File: src/rtl/cpu_enable_gen.sv
// CPU advance-strobe generator: free-running slow/turbo rate, pause/resume and single-step from raw buttons.
// Optional breakpoint stop enabled by defining CPU_ENABLE_GEN_BREAKPOINT_EN.
module cpu_enable_gen #(
  parameter int SLOW_DIV        = 50_000_000,
  parameter int FAST_DIV        = 500_000,
  parameter int DEBOUNCE_CYCLES = 500_000
) (
  input  logic        clk,
  input  logic        reset,
  input  logic        turbo,
  input  logic        run_btn,
  input  logic        step_btn,
  input  logic [7:0]  instruction_pointer,
  input  logic [7:0]  bp_addr,
  output logic        enable,
  output logic        running,
  output logic [15:0] step_count
);

  localparam int DIV_MAX = (SLOW_DIV > FAST_DIV) ? SLOW_DIV : FAST_DIV;
  localparam int DIV_W   = $clog2(DIV_MAX);
  localparam int DB_W    = $clog2(DEBOUNCE_CYCLES + 1);

  localparam logic [DIV_W-1:0] SLOW_LAST = DIV_W'(SLOW_DIV - 1);
  localparam logic [DIV_W-1:0] FAST_LAST = DIV_W'(FAST_DIV - 1);
  localparam logic [DB_W-1:0]  DB_DONE   = DB_W'(DEBOUNCE_CYCLES);

  localparam logic [0:0] ST_PAUSED  = 1'b0;
  localparam logic [0:0] ST_RUNNING = 1'b1;

  // Two-flop synchronizers, bit order {step, run, turbo}.
  logic [2:0] sync_s1;
  logic [2:0] sync_s2;

  always_ff @(posedge clk) begin
    // NOTE: sequential state uses non-blocking assignments so every flop samples pre-edge values.
    if (reset) begin
      sync_s1 <= '0;
      sync_s2 <= '0;
    end else begin
      sync_s1 <= {step_btn, run_btn, turbo};
      sync_s2 <= sync_s1;
    end
  end

  // Per-button debounce; press[0] = run, press[1] = step.
  logic [1:0] press;

  for (genvar g = 0; g < 2; g++) begin : g_debounce
    logic [DB_W-1:0] cnt;
    logic            level;
    logic            level_q;

    always_ff @(posedge clk) begin
      if (reset) begin
        cnt     <= '0;
        level   <= 1'b0;
        level_q <= 1'b0;
      end else begin
        level_q <= level;
        if (!sync_s2[g+1]) begin
          cnt   <= '0;
          level <= 1'b0;
        end else if (cnt != DB_DONE) begin
          cnt <= cnt + 1'b1;
        end else begin
          level <= 1'b1;
        end
      end
    end

    assign press[g] = level & ~level_q;
  end

  logic run_press;
  logic step_press;
  assign run_press  = press[0];
  assign step_press = press[1];

  logic [0:0]       state;
  logic [DIV_W-1:0] div_cnt;
  logic             turbo_q;
  logic             turbo_changed;
  logic             wrap;
  logic             bp_hit;

  // turbo_q is the rate select actually in force; a new synced value restarts the period.
  assign turbo_changed = sync_s2[0] != turbo_q;
  assign wrap          = (state == ST_RUNNING) &&
                         (div_cnt == (turbo_q ? FAST_LAST : SLOW_LAST));

`ifdef CPU_ENABLE_GEN_BREAKPOINT_EN
  // Set on resume so the first wrap afterwards is never blocked by the breakpoint.
  logic bp_skip;

  assign bp_hit = wrap && !bp_skip && (instruction_pointer == bp_addr);

  always_ff @(posedge clk) begin
    if (reset) begin
      bp_skip <= 1'b0;
    end else if (state == ST_PAUSED && run_press) begin
      bp_skip <= 1'b1;
    end else if (wrap) begin
      bp_skip <= 1'b0;
    end
  end
`else
  logic unused_bp_inputs;

  assign bp_hit           = 1'b0;
  assign unused_bp_inputs = ^{instruction_pointer, bp_addr};
`endif

  always_ff @(posedge clk) begin
    if (reset) begin
      state      <= ST_RUNNING;
      div_cnt    <= '0;
      turbo_q    <= 1'b0;
      enable     <= 1'b0;
      step_count <= '0;
    end else begin
      turbo_q    <= sync_s2[0];
      step_count <= step_count + {15'd0, enable};
      enable     <= 1'b0;
      if (state == ST_RUNNING) begin
        // A pause request beats a wrap in the same cycle.
        if (run_press || bp_hit) begin
          state   <= ST_PAUSED;
          div_cnt <= '0;
        end else if (wrap) begin
          enable  <= 1'b1;
          div_cnt <= '0;
        end else if (turbo_changed) begin
          div_cnt <= '0;
        end else begin
          div_cnt <= div_cnt + 1'b1;
        end
      end else begin
        div_cnt <= '0;
        if (run_press) begin
          state <= ST_RUNNING;
        end else if (step_press) begin
          enable <= 1'b1;
        end
      end
    end
  end

  assign running = (state == ST_RUNNING);

endmodule

File: config.mk
export PLATFORM = sky130hd
export DESIGN_NAME = cpu_enable_gen
export DESIGN_NICKNAME = d
export VERILOG_FILES = /design/src/rtl/cpu_enable_gen.sv
export SDC_FILE = /design/constraint.sdc
export NUM_CORES = 1
export LEC_CHECK = 0
export BUFFER_PORTS_ARGS = -buffer_cell sky130_fd_sc_hd__buf_4
export CAP_MARGIN = 25
export CORE_MARGIN = 2
export CORE_UTILIZATION = 55
export CTS_BUF_LIST = sky130_fd_sc_hd__clkbuf_8
export DETAILED_ROUTE_END_ITERATION = 6
export PLACE_DENSITY = 0.76
export SKIP_CTS_REPAIR_TIMING = 1
export SYNTH_ARGS = -nofsm -noshare
export SYNTH_HDL_FRONTEND = slang
export SYNTH_SLANG_ARGS = --single-unit
File: constraint.sdc
create_clock -name clk -period 3.1 [get_ports clk]
set_clock_uncertainty 0.05 [all_clocks]
set_input_delay 0.62 -clock clk [delete_from_list [all_inputs] [get_ports clk]]
set_output_delay 0.62 -clock clk [all_outputs]
set_load 0.01 [all_outputs]
==> impl_metrics.ini <==
[status]
status = finished, final reports clean

[worst_setup_path]
crit_top_cell = or4_1
crit_type = flip-flop to flip-flop
cp.arrival_ps = 2550
rr_worst_depth = 5
path_cells = ha_1 > nand4_2 > or4_1 > or4_1 > a211oi_2
cp_top_family = simple AND/OR/NAND/NOR gates
path_buf_inv = 0
cp_max_fo = 9
crit_path_top_delay_cell = or4_1
cp.depth = 5
slowest_delay_ps = 720
critical_path.endpoint_type = flip-flop
start_kind = flip-flop
critical_path_required_ps = 3330

[yosys]
synth_area_um2 = 4240
syn_avg_cell_area_um2 = 8.77
yosys_warnings = 0
yosysTopAreaCell = dfxtp_1
synth-edff-count = 0
ys_seq_area_share_pct = 43.9
synth_ff_type = dfxtp_1
synth_cells = 484
synth_top_area_share_pct = 43.9
syn_nets = 512
ys_top_cells_by_area = dfxtp_1 (44%), xnor2_1 (5.2%), xor2_1 (4.7%)
synthDistinctLibCells = 43
ys_async_sr_fraction_pct = 0
synth-seq-cells = 93

[placed_design]
dp_hpwl_um = 5620
placed_cells = 593
dpl_cell_area_um2 = 4490
place_ws_ps = 753
place_congestion = 0.837
io_buffer_count = 22

[detailed_routing]
avgViaCountPerCell = 5.75
first_iter_violations = 193
dr.pass1.iters = 4
wl_per_cell_um = 13.5
route.met3.wl_um = 272
antenna_left = 0
finalWirelength_um = 8200
dr_wl_met2_um = 3910
wl_met1_um = 3890
drc = 0
num_vias = 3498
highest_layer = met4

[global_routing]
grt_pass1_wl_um = 14400
grt_pass1_vias = 3281
grt-ovfl-total = 0
grt_antenna_before_repair = 0
grt_usage_pct = 20.5
grt_max_degree = 32

[clock_network]
worstSkewPairLatency_ps = 360
cts_max_path_buffers = 2
cts_buffers = 9
cts_sinks = 93
cts_tree = done
cts.clk_slew.worst_paths_ps = 90
h-tree-depth = 3
cts_root_buffer = clkbuf_8

[sta]
setup_tns_ps = 0
rsz0062_at_grt = no
hold_violations = 0
setup_viol = 0
report.final.slew_viol_count = 0
max_freq_mhz = 431
setup_ws_ps = 778
relSlewSlack_pct = 48.0
fin_crit_sh_pct = 74.9
worstMarginPinSlew_ps = 780
holdWs_ps = 399
period_minus_slack_ps = 2320

[pwr]
seq_power_share_pct = 58.7
leakagePower_nw = 1.53
p_per_area_nw_per_um2 = 439
ir_drop_mv = 0.249
power.net_switching_mw = 0.466
p_comb_share_pct = 1.8
power_mw = 2.06
pwr-share-clk_pct = 39.5
p_sw_share_pct = 22.7
p_int_mw = 1.59

[final_layout]
nNetsFinal = 530
diodes = 0
nFillCells = 671
stdcell_count = 608
final_core_util_pct = 61.6
final_area_um2 = 4690
area_growth_pct = 10.4
drive_above_1_share_pct = 9.29

[run]
max-cap-violations = 0

[min_path]
whs_path_depth = 1
hold_path_class = flip-flop to flip-flop

[floorplanning]
fp.dieH_um = 91.8
fp.coreArea_um2 = 7610
die_area_um2 = 8440
ios = 39
start_util_pct = 55.8
fp.dieW_um = 91.8
num_rows = 32
[layout by cell type (no fill, tap or decap), drive strengths merged, types with 3 or more instances in the layout]
cell type	n
dfxtp	93
buf	26
and2	4
nand2	26
a21oi	15
a211oi	11
nor2	44
nor4	12
nor2b	15
xor2	23
ha	7
xnor2	25
nor4b	4
nand3b	3
nor3	27
inv	15
nand2b	6
nand3	31
or4	11
o31ai	7
clkbuf	9
o21ai	16
and4	8
and3	8
or3	15
nand4	21
[kinds of logic after synthesis]
group | Yosys count | share of synthesized area, %
AO/OA/AOI/OAI | 60 | 9.29
XOR/XNOR | 48 | 9.91
adder cells (fa/ha/maj) | 7 | 2.06
buffers and inverters | 32 | 2.95
flip-flops | 93 | 43.9
multiplexers | 1 | 0.236
AND/OR/NAND/NOR | 243 | 31.7
[power by group through the flow]
stage                     Combinational [mW]  Sequential [mW]  Clock [mW]
after floorplan                       0.0276             1.23           0
after global placement                0.0365             1.24           0
after detailed placement              0.0379             1.24           0
after CTS                             0.0380             1.21       0.831
after global routing                  0.0423             1.21       0.886
final                                 0.0375             1.21       0.813
[layer usage]
metal  track usage, %  up-vias
met3             3.86       11
met4             7.96        0
met1             25.7     1650
met2             34.8       49
li1                 -     1788
met5                0        -
[synth_stat cells, drive strengths merged, types with 4 or more instances]
cell type  instances
dfxtp             93
nand3             31
and2               4
a211oi            11
nor4              12
nor2b             15
a21oi             15
or3               15
xor2              23
nor2              44
and4               8
clkbuf            17
nand2             26
inv               13
or4               11
and3               8
nand4             21
xnor2             25
ha                 7
nor3              27
o31ai              7
o21ai             16
nor4b              4
nand2b             6
[flip-flops by register name (all words and copies together), names as in the netlist]
| register | cells |
|---|---|
| div_cnt | 26 |
| enable | 1 |
| g_debounce.cnt | 38 |
| g_debounce.level | 2 |
| g_debounce.level_q | 2 |
| running | 1 |
| step_count | 16 |
| sync_s1 | 3 |
| sync_s2 | 3 |
| turbo_q | 1 |
[path summary, 6_finish.rpt]
| kind | from | end | slack [ps] |
|---|---|---|---|
| worst min-delay path | sync_s1[2] | sync_s2[2] | 400 |
| worst max register to register | div_cnt[0] | div_cnt[22] | 780 |
| worst max-delay path | div_cnt[0] | div_cnt[22] | 780 |
| worst min register to register | sync_s1[2] | sync_s2[2] | 400 |
[final cells by class]
type,count,area [µm²],area share [%]
Tap cell,102,128,2.72
Timing Repair Buffer,26,195,4.17
Clock buffer,9,124,2.64
Clock inverter,6,71.3,1.52
Multi-Input combinational cell,359,2260,48.2
Sequential cell,93,1860,39.7
Inverter,13,48.8,1.04
Power figures use the tool's default switching activity.
